--- src/rtl/sjr_method_callee_if.sv ---
// Call/return bundle for the method test(boolean t1, short t2, int t3) returning int.
// The master is the caller and the slave is the callee.
interface sjr_method_callee_if #(
   parameter int unsigned W_T2 = 16,
   parameter int unsigned W_T3 = 32
);
   logic            test_req;
   logic            test_t1;
   logic [W_T2-1:0] test_t2;
   logic [W_T3-1:0] test_t3;
   logic            test_busy;
   logic [W_T3-1:0] test_return;
   logic [15:0]     calls_done;

   modport master (
      output test_req, test_t1, test_t2, test_t3,
      input  test_busy, test_return, calls_done
   );

   modport slave (
      input  test_req, test_t1, test_t2, test_t3,
      output test_busy, test_return, calls_done
   );
endinterface

--- src/rtl/sjr_method_callee.sv ---
// Callee for the Synthesijer req/busy/return handshake. It computes either the low
// W_T3 bits of t2*t3 with a shift-add loop, or t3 - t2. All outputs are registered.
module sjr_method_callee #(
   parameter int unsigned W_T2 = 16,
   parameter int unsigned W_T3 = 32
) (
   input logic                clk,
   input logic                reset,
   sjr_method_callee_if.slave bus
);
   localparam int unsigned         W_CNT    = $clog2(W_T2) + 1;
   localparam logic [W_CNT-1:0] CNT_LAST = W_CNT'(W_T2 - 1);

   typedef enum logic [1:0] {
      S_IDLE,
      S_LOAD,
      S_EXEC,
      S_DONE
   } state_t;

   state_t          r_state;
   logic            r_t1;
   logic [W_T2-1:0] r_t2;
   logic [W_T3-1:0] r_t3;
   logic [W_T3-1:0] r_acc;
   logic [W_T3-1:0] r_mcand;
   logic [W_T2-1:0] r_mplier;
   logic [W_CNT-1:0] r_cnt;
   logic            r_busy;
   logic [W_T3-1:0] r_return;
   logic [15:0]     r_calls;

   logic [W_T3-1:0] w_addend;
   logic [W_T3-1:0] w_diff;

   always_comb begin
      w_addend = '0;
      if (r_mplier[0]) begin
         w_addend = r_mcand;
      end
      w_diff = r_t3 - W_T3'(r_t2);
   end

   // busy is set on acceptance and cleared on DONE->IDLE, so it tracks state != IDLE
   always_ff @(posedge clk) begin
      if (reset) begin
         r_state  <= S_IDLE;
         r_t1     <= 1'b0;
         r_t2     <= '0;
         r_t3     <= '0;
         r_acc    <= '0;
         r_mcand  <= '0;
         r_mplier <= '0;
         r_cnt    <= '0;
         r_busy   <= 1'b0;
         r_return <= '0;
         r_calls  <= '0;
      end else begin
         case (r_state)
            S_IDLE: begin
               if (bus.test_req) begin
                  r_t1    <= bus.test_t1;
                  r_t2    <= bus.test_t2;
                  r_t3    <= bus.test_t3;
                  r_busy  <= 1'b1;
                  r_state <= S_LOAD;
               end
            end
            S_LOAD: begin
               r_acc    <= '0;
               r_mcand  <= r_t3;
               r_mplier <= r_t2;
               r_cnt    <= '0;
               r_state  <= S_EXEC;
            end
            S_EXEC: begin
               if (r_t1) begin
                  r_acc    <= r_acc + w_addend;
                  r_mcand  <= r_mcand << 1;
                  r_mplier <= r_mplier >> 1;
                  r_cnt    <= r_cnt + W_CNT'(1);
                  if (r_cnt == CNT_LAST) begin
                     r_state <= S_DONE;
                  end
               end else begin
                  r_acc   <= w_diff;
                  r_state <= S_DONE;
               end
            end
            S_DONE: begin
               r_return <= r_acc;
               r_calls  <= r_calls + 16'd1;
               r_busy   <= 1'b0;
               r_state  <= S_IDLE;
            end
            default: begin
               r_busy  <= 1'b0;
               r_state <= S_IDLE;
            end
         endcase
      end
   end

   assign bus.test_busy   = r_busy;
   assign bus.test_return = r_return;
   assign bus.calls_done  = r_calls;

endmodule
--- src/flat_wrapper.sv ---
// flat-port wrapper written by rule: the top's interface ports become plain ports
module sjr_method_callee_flat 
#(
   parameter int unsigned W_T2 = 16,
   parameter int unsigned W_T3 = 32
)
  (clk, reset, bus_test_req, bus_test_t1, bus_test_t2, bus_test_t3, bus_test_busy, bus_test_return, bus_calls_done);
  sjr_method_callee_if #(.W_T2(W_T2), .W_T3(W_T3)) bus_i ();
  input logic clk;
  input logic reset;
  input wire logic [$bits(bus_i.test_req)-1:0] bus_test_req;
  input wire logic [$bits(bus_i.test_t1)-1:0] bus_test_t1;
  input wire logic [$bits(bus_i.test_t2)-1:0] bus_test_t2;
  input wire logic [$bits(bus_i.test_t3)-1:0] bus_test_t3;
  output wire logic [$bits(bus_i.test_busy)-1:0] bus_test_busy;
  output wire logic [$bits(bus_i.test_return)-1:0] bus_test_return;
  output wire logic [$bits(bus_i.calls_done)-1:0] bus_calls_done;
  assign bus_i.test_req = bus_test_req;
  assign bus_i.test_t1 = bus_test_t1;
  assign bus_i.test_t2 = bus_test_t2;
  assign bus_i.test_t3 = bus_test_t3;
  assign bus_test_busy = bus_i.test_busy;
  assign bus_test_return = bus_i.test_return;
  assign bus_calls_done = bus_i.calls_done;
  sjr_method_callee #(.W_T2(W_T2), .W_T3(W_T3)) u_core (.clk(clk), .reset(reset), .bus(bus_i));
endmodule
--- config.mk ---
export PLATFORM = sky130hd
export DESIGN_NAME = sjr_method_callee_flat
export DESIGN_NICKNAME = d
export VERILOG_FILES = /design/src/rtl/sjr_method_callee_if.sv /design/src/rtl/sjr_method_callee.sv /design/src/flat_wrapper.sv
export SDC_FILE = /design/constraint.sdc
export NUM_CORES = 1
export LEC_CHECK = 0
export BUFFER_PORTS_ARGS = -buffer_cell sky130_fd_sc_hd__buf_2
export CORE_MARGIN = 2
export CORE_UTILIZATION = 60
export DETAILED_ROUTE_END_ITERATION = 6
export PLACE_DENSITY = 0.81
export SKIP_CTS_REPAIR_TIMING = 1
export SLEW_MARGIN = 0
export SYNTH_ARGS = -nofsm -noshare
export SYNTH_HDL_FRONTEND = slang
export SYNTH_SLANG_ARGS = --single-unit
--- constraint.sdc ---
create_clock -name clk -period 6.7 [get_ports clk]
set_clock_uncertainty 0.1 [all_clocks]
set_input_delay 0.67 -clock clk [delete_from_list [all_inputs] [get_ports clk]]
set_output_delay 0.67 -clock clk [all_outputs]
set_load 0.01 [all_outputs]
==> Word level (Yosys, flattened, before mapping) <==
Cells that the tools add are included.
Widths: inputs -> output; s select.
{ "totals": {"input_bits": 52, "wordCells": 44, "output_inout_bits": 49, "reg_bits": 185} }
{ "classes": {"add_sub_neg": 4, "n_mux": 15, "eq_ne": 7, "n_reduce_logical": 7} }
{ "op_table": {"columns": ["operator", "count"], "rows": [
  ["$pmux 32 s2", 2],
  ["$mux 32", 3],
  ["$add 32x32->32", 1],
  ["$pmux 16 s2", 1],
  ["$sub 32x16->32", 1],
  ["$add 16x1->16 const B", 1],
  ["$mux 16", 1],
  ["$pmux 5 s2", 1],
  ["$pmux 2 s4", 1],
  ["$reduce_and 2->1", 4],
  ["$mux 2", 3],
  ["$add 5x1->5 const B", 1],
  ["$eq 5x4->1 const B", 1],
  ["$mux 5", 1],
  ["$eq 2x2->1 const B", 2],
  ["$reduce_bool 2->1", 2],
  ["$ne 3x3->1 const B", 1],
  ["$eq 2x1->1 const B", 1],
  ["$logic_not 2->1", 1],
  ["$ne 2x1->1 const B", 1],
  ["$ne 2x2->1 const B", 1],
  ["$pmux 1 s2", 1],
  ["$mux 1", 1]
]} }

==> Logic depth before layout (Yosys ltp) <==
Gate-level depths: netlist of run 1.
{ "logic_depth": {"word_depth": 4, "ltp_mapped": 12, "ltp_nobuf": 12} }

==> Worst setup path after synthesis of run 1 <==
No wires, ideal clock.
{ "synth_path": {"path_kind": "reg-to-reg", "start": "register u_core.r_mplier[0]", "end": "register u_core.r_acc[26]", "setup_ns": 0.136, "stages_incl_launch_ff": 11, "n_path_buf": 1, "required_time_ns": 6.464, "synth_period_minus_slack_ns": 2.792, "setup_slack_ns": 3.908, "t_arrival_ns": 2.556, "cell_sequence": "dfxtp_1 clkbuf_1 and2_1 ha_1 a21o_1 nor3_1 a2111oi_2 o21a_1 o41a_1 a221oi_1 o211ai_1"} }
{ "synth_via": {"elab_chain_len": 4} }
{ "synth_rtl": {"columns": ["element", "line_no", "rtl"], "rows": [
  ["start: declaration", "sjr_method_callee.sv:27", "logic [W_T2-1:0] r_mplier;"],
  ["start signal: assignment", "sjr_method_callee.sv:72", "r_mplier <= r_t2;"],
  ["start signal: assignment", "sjr_method_callee.sv:80", "r_mplier <= r_mplier >> 1;"],
  ["$mux 32", "sjr_method_callee.sv:38", "if (r_mplier[0]) begin"],
  ["$add 32x32->32", "sjr_method_callee.sv:78", "r_acc <= r_acc + w_addend;"],
  ["$mux 32", "sjr_method_callee.sv:77", "if (r_t1) begin"],
  ["$pmux 32 s2", "sjr_method_callee.sv:59", "case (r_state)"],
  ["end signal: assignment", "sjr_method_callee.sv:78", null],
  ["end signal: assignment", "sjr_method_callee.sv:86", "r_acc <= w_diff;"],
  ["end: declaration", "sjr_method_callee.sv:25", "logic [W_T3-1:0] r_acc;"]
]} }
Every way passes these cells.
A chain may end at the register's enable or synchronous reset.

==> Worst setup path after layout of run 1 <==
{ "layout_path": {"start": "register u_core.r_mplier[0]", "end": "register u_core.r_acc[24]"} }
The elaborated chain is that of the path after synthesis.

==> results of run 1 <==
-- through the flow --
stage               setup slack, ps  hold slack, ps  instance area, um^2
detailed placement             3030             369                11000
finish                         2940             353                11600
floorplan                      3910             349                10500
global placement               3160             362                11000
global route                   2620             356                11600
CTS                            3000             345                11600
-- power by group through the flow --
stage                     Clock, mW  Sequential, mW  Combinational, mW
after floorplan                   0            1.40               1.17
after global placement            0            1.47               1.44
after detailed placement          0            1.48               1.47
after CTS                      1.03            1.45               1.48
after global routing           1.08            1.48               1.66
final                          1.02            1.46               1.50
-- critical path: stages (launching register included) --
cell and delay [ps]:
dfxtp_1 880, and2_1 230, ha_1 170, inv_1 60
fa_1 390, nand2b_1 210, a21o_1 220, a2111oi_2 430
o21a_1 270, o21ai_1 130, o211ai_1 260, mux2i_1 210
o31ai_1 80
-- cell usage in the layout, fill, tap and decap left out, drive strengths merged, types with 11 or more instances in the layout --
cell type  synthesis  routed
nand3             20      20
dfxtp            185     185
nand2b            12      12
a211oi            54      54
mux2i             88      88
and2              36      36
a21oi            109     109
o21ai             48      48
xnor2             27      27
nor2b             17      17
nand4             11      11
nor3              27      27
clkbuf            64      17
a21o              18      18
nand2            157     157
nor2             163     163
buf               15     109
xor2              32      32
ha                54      54
inv               34      42
-- worst min path at each step --
stage                                    to  slack, ps  cells after the start
2_1_floorplan  u_core.r_t2[10]$_SDFFE_PP0P_        350                      2
3_3_place_gp    u_core.r_t2[7]$_SDFFE_PP0P_        360                      2
3_5_place_dp    u_core.r_t2[7]$_SDFFE_PP0P_        370                      2
4_1_cts         u_core.r_t3[3]$_SDFFE_PP0P_        350                      3
5_1_grt        u_core.r_t3[12]$_SDFFE_PP0P_        360                      3
6_report        u_core.r_t3[3]$_SDFFE_PP0P_        350                      3
-- area by class of cell --
class	instances	share of cell area
Multi-Input combinational cell	987	0.545
Tap cell	225	0.0243
Inverter	34	0.0110
Clock inverter	15	0.0151
Timing Repair Buffer	109	0.0492
Sequential cell	185	0.319
Clock buffer	17	0.0366
-- metal layers --
metal  global-route usage  part of all wire  up-vias
met5                    0                 0        -
met4               0.0839             0.014        0
met3               0.0589             0.068       28
met2                0.430              0.43      293
met1                0.417              0.49     4320
li1                     -                 -     4621
-- flip-flops by register name, summed over array words and instances, names as in the netlist --
signal,count
u_core.bus.calls_done,16
u_core.bus.test_busy,1
u_core.bus.test_return,32
u_core.r_acc,32
u_core.r_cnt,5
u_core.r_mcand,32
u_core.r_mplier,16
u_core.r_state,2
u_core.r_t1,1
u_core.r_t2,16
u_core.r_t3,32
-- kinds of logic (layout without fill, tap and decap cells) --
kind of cell,count (synthesis),after routing,share of synthesized area
AND/OR/NAND/NOR,480,480,0.212
AO/OA/AOI/OAI,304,304,0.190
XOR/XNOR,59,59,0.0494
adder cells (fa/ha/maj),56,56,0.0685
buffers and inverters,113,175,0.0415
multiplexers,88,88,0.0843
flip-flops,185,185,0.354
==> impl_results.md, run 1 <==
* CTS root buf: clkbuf_16
* Post-synthesis cell count at 1285
* Logic pwr share at 0.377
* Final non-filler cell total at 1572
* Synth area leaders: dfxtp_1 (35%), mux2i_1 (8.4%), ha_1 (6.5%), nor2_1 (5.8%), nand2_1 (5.6%)
* TritonRoute pass-1 iters at 7
* CTS H-tree depth at 4
* Initial Util at 0.609
* Post-Route WL at 26100 um
* Area growth syn-to-layout at 11.0%
* TNS Setup at 0 ps
* CP endpoint: u_core.r_acc[24]$_SDFFE_PP0P_
* Initial drt markers at 887
* PortBufs at 100
* Final Slew Violations at 0
* Hold Fails Final Rpt at 0
* Share of synthesized registers carrying an async set or reset at 0
* Via density at 5.89
* Bufs on Longest Clock Path at 2
* Routed len/inst at 16.6 um
* Vias after detailed routing at 9262
* Vias in the first global route at 8521
* Netlist cell types at 71
* Hpwl dp at 18900 um
* Leakage at 4.60 nW
* Internal at 2.39 mW
* Crit path time final at 3760 ps
* Mean Syn Cell Area at 8.14 um^2
* Die W at 136 um
* Worst Path Class, Setup: register to register
* Fin crit share at 0.561
* Sink Count at 185
* Worst r2r src: u_core.r_mplier[0]$_SDFFE_PP0P_
* Yosys synthesis warning count at 0
* CP startpoint: u_core.r_mplier[0]$_SDFFE_PP0P_
* Nets at 1442
* CP Capture Type: register
* Antenna Cells at 0
* Gr usage total at 0.287
* Relative slew slack at 0.309
* Fillcell total at 1520
* CTS tree: done
* I/O pin total at 101
* Sequential cell area at 3700 um^2
* Antenna-violating nets left at 0
* Layout cells sized above 1 at 0.121
* Die ar. at 18500 um^2
* Status: finished clean
* Rows at 48
* First-pass GRT wire length at 42400 um
* Largest net degree at the start of global routing at 101
* Most frequent cell after synthesis: dfxtp_1
* Total power at 3.98 mW
* Commonest cells post-synth: dfxtp_1 (185), nor2_1 (162), nand2_1 (157)
* Mapped Nets at 1393
* Remaining DRCs at 0
* Multi-input gate area at 6320 um^2
* Critical path launch point type: register
* # placed instances at 1540
* Post-Syn Area at 10500 um^2
* Sequential area share after synthesis at 0.354
* Worst min path class: primary input to register
* R2R setup slack at 2940 ps
* Seq cells post-synth at 185
* GRT overflow at 0
* Switching share of total power at 0.399
* Worst vdd ir at 0.217 mV
* Reg2Reg Depth at 12
* Skew-Pair Late Insertion Delay at 440 ps
* Max cap viols at 0
* Worst-path clk slew at 80 ps
* Initial antenna violation count at 0
* RSZ-0062 raised after global routing: false
* Final setup violation count at 0
* Synth top area share at 0.354
* F_max at 266 MHz
* Worst EP required at 6920 ps
* Hold path start: bus_test_t3[3]
* Most common flop cell mapped by yosys: dfxtp_1
* Pwr Density at 343 nW/um^2
* CTS Buf Count at 17
* Die H at 136 um
* RePlAce Congestion at 0.954
* Net Switching at 1.59 mW
* Core Box Area at 17200 um^2
* Clock power frac at 0.257
* Reg2Reg Capture Point: u_core.r_acc[24]$_SDFFE_PP0P_
* Worst Tran Pin Value at 1030 ps
* Final core occ at 0.676
* Worst-path fanout max at 33
* Number of flops mapped to enable cells by yosys at 0
* Largest area contributor in the netlist: dfxtp_1
* Seq pwr share at 0.366
* Worst Path Arrival at 3980 ps
Note: power is estimated with default switching activity, not from simulation.
==> run 2: changes to the inputs <==
==> constraint.sdc (replaced) <==
create_clock -name clk -period 3.5 [get_ports clk]
set_clock_uncertainty 0.1 [all_clocks]
set_input_delay 0.35 -clock clk [delete_from_list [all_inputs] [get_ports clk]]
set_output_delay 0.35 -clock clk [all_outputs]
set_load 0.01 [all_outputs]
==> run 2 against run 1 <==
  * Utilization rose by 0.24 points
  * Worst hold slack worse by 310 ps
  * Final cell count is 0.45% higher
  * Largest cell class unchanged
  * Via count is 0.95% higher
  * Critical endpoint is now u_core.r_acc[26]$_SDFFE_PP0P_
  * Highest routed layer unchanged
  * Non-clock buffer count grew 8
  * Critical path type unchanged
  * Setup slack worse by 2700 ps
  * Die area unchanged
  * Register-to-register slack got worse by 2700 ps
==> impl_results.md, run 2 (synthesis gave the netlist of run 1 again) <==
* PortBufs at 100 (unchanged)
* M1 wire length at 12900 um (+1.4%)
* GRT overflow at 0 (unchanged)
* CP Capture Type: register
* Logic pwr share at 0.391 (+0.014)
* Most common cell after layout, fill and taps aside: dfxtp_1
* Bufs on Longest Clock Path at 2 (unchanged)
* Worst Tran Pin Value at 1070 ps (+37.0 ps)
* F_max at 311 MHz (+17%)
* TNS Setup at 0 ps (unchanged)
* Seq pwr share at 0.362 (-0.004)
* Sink Count at 185 (unchanged)
* Slowest stage delay, CP at 480 ps (-400 ps)
* Critical path launch point type: register
* Hold Fails Final Rpt at 0 (unchanged)
* Worst vdd ir at 0.440 mV (+100%)
* Place WS at 361 ps (-2670 ps)
* Relative slew slack at 0.285 (-0.0247)
* Hpwl dp at 19400 um (+2.8%)
* Nets at 1450 (+0.55%)
* CP cell instances: buf_4 > and2_1 > ha_1 > a21o_1 > nor3_1 > a2111oi_2 > o21a_1 > o41a_1 > a221oi_1 > o211ai_1
* Antenna-violating nets left at 0 (unchanged)
* Pwr Density at 655 nW/um^2 (+91%)
* Multi-input gate area at 6320 um^2 (unchanged)
* Leakage at 4.61 nW (+0.43%)
* Via density at 5.92 (+0.50%)
* Core Box Area at 17200 um^2 (unchanged)
* CTS Buf Count at 17 (unchanged)
* Net Switching at 3.03 mW (+91%)
* Die H at 136 um (unchanged)
* Internal at 4.60 mW (+93%)
* Detailed-routed wire length on met2 at 11000 um (-2.2%)
* Worst Path Class, Setup: register to register
* Final Slew Violations at 0 (unchanged)
* TritonRoute pass-1 iters at 5 (-2)
* Initial antenna violation count at 0 (unchanged)
* Worst min path class: primary input to register
* Vias after detailed routing at 9350 (+0.95%)
* Routed len/inst at 16.6 um (about the same)
* Die ar. at 18500 um^2 (unchanged)
* Crit path max-delay cell type: o41a_1
* Switching share of total power at 0.397 (-0.00234)
* Largest net degree at the start of global routing at 74 (-27%)
* Final worst slack at 285 ps (-2660 ps)
* First-pass GRT wire length at 43000 um (+1.4%)
* Vias in the first global route at 8604 (+0.97%)
* Skew-Pair Late Insertion Delay at 440 ps (about the same)
* CTS H-tree depth at 4 (unchanged)
* Remaining DRCs at 0 (unchanged)
* Worst Path Arrival at 3430 ps (-550 ps)
* Clock power frac at 0.247 (-0.010)
* Top Layer Used: met4
* CTS tree: done
* Worst EP required at 3710 ps (-3210 ps)
* RePlAce Congestion at 0.939 (-1.6%)
* CTS root buf: clkbuf_16
* Post-Route WL at 26300 um (+0.51%)
* Initial drt markers at 873 (-1.6%)
* Max cap viols at 0 (unchanged)
* I/O pin total at 101 (unchanged)
* Worst-path fanout max at 27 (-18%)
* Fin crit share at 0.919 (+0.358)
* Rows at 48 (unchanged)
* Sequential cell area at 3700 um^2 (unchanged)
* Gr usage total at 0.291 (+0.00349)
* Worst-path clk slew at 70 ps (about the same)
* Antenna Cells at 0 (unchanged)
* Die W at 136 um (unchanged)
* Initial Util at 0.609 (unchanged)
* Area growth syn-to-layout at 11.4%
* Commonest non-fill, non-tap cells in the layout: dfxtp_1 (185), nor2_1 (161), nand2_1 (157), a21oi_1 (109), buf_2 (99)
* Layout cells sized above 1 at 0.125 (+0.00381)
* Fillcell total at 1444 (-5.0%)
* Final core occ at 0.678 (+0.00240)
* Status: finished clean
* Met3 WL at 1960 um (+10%)
* RSZ-0062 raised after global routing: false
* Crit path time final at 3220 ps (-542 ps)
* Final setup violation count at 0 (unchanged)
[run 2: changes by cell type in the layout (fill, tap and decap cells not counted), sizes merged]
cell | before | now
buf | 109 | 117
clkbuf | 17 | 20
clkinv | 4 | 2
clkinvlp | 2 | 4
inv | 42 | 38
[run 2: worst paths after layout]
kind,startpoint,end,slack [ps],cells past startpoint
worst min register to register,u_core.r_t2[8]$_SDFFE_PP0P_,u_core.r_t2[8]$_SDFFE_PP0P_,380,2
worst max-delay path,u_core.r_mplier[0]$_SDFFE_PP0P_,u_core.r_acc[26]$_SDFFE_PP0P_,280,10
worst min-delay path,bus_test_t2[9],u_core.r_t2[9]$_SDFFE_PP0P_,40,3
worst max register to register,u_core.r_mplier[0]$_SDFFE_PP0P_,u_core.r_acc[26]$_SDFFE_PP0P_,280,10
[run 2: layout make-up]
cell class | count | share of cell area
well taps | 225 | 0.0242
multi-input cells | 987 | 0.543
clock buffers | 20 | 0.0392
clock inverters | 11 | 0.00967
repair buffers | 117 | 0.0552
flip-flops and latches | 185 | 0.318
inverters | 34 | 0.0110
[run 2: power groups by stage]
stage	Sequential, mW	Clock (mW)	Combinational, mW
finish	2.76	1.88	2.99
global route	2.80	1.98	3.30
CTS	2.75	1.89	2.96
detailed placement	2.80	0	2.92
global placement	2.79	0	2.86
floorplan	2.68	0	2.25
[run 2: critical path: cells and delay by family, from the launching register on]
family                   cells  cell delay, ps
flip-flops                   1             410
AO/OA/AOI/OAI                6            1490
adder cells (fa/ha/maj)      1             290
AND/OR/NAND/NOR              2             510
buffers and inverters        1             280
[run 2: layer usage]
layer,vias to the layer above,GRT usage
met3,27,0.0511
met5,-,0
li1,4637,-
met1,4338,0.433
met2,348,0.432
met4,0,0.0775
[run 2: stage by stage]
stage               std cells  hold slack (ps)  instance area, um^2  total power, mW
global route             1579             53.6                11600             8.08
floorplan                1285              349                10500             4.93
detailed placement       1548              367                11100             5.73
global placement         1548              360                11100             5.64
CTS                      1579             37.5                11600             7.60
finish                   1579             43.2                11600             7.64
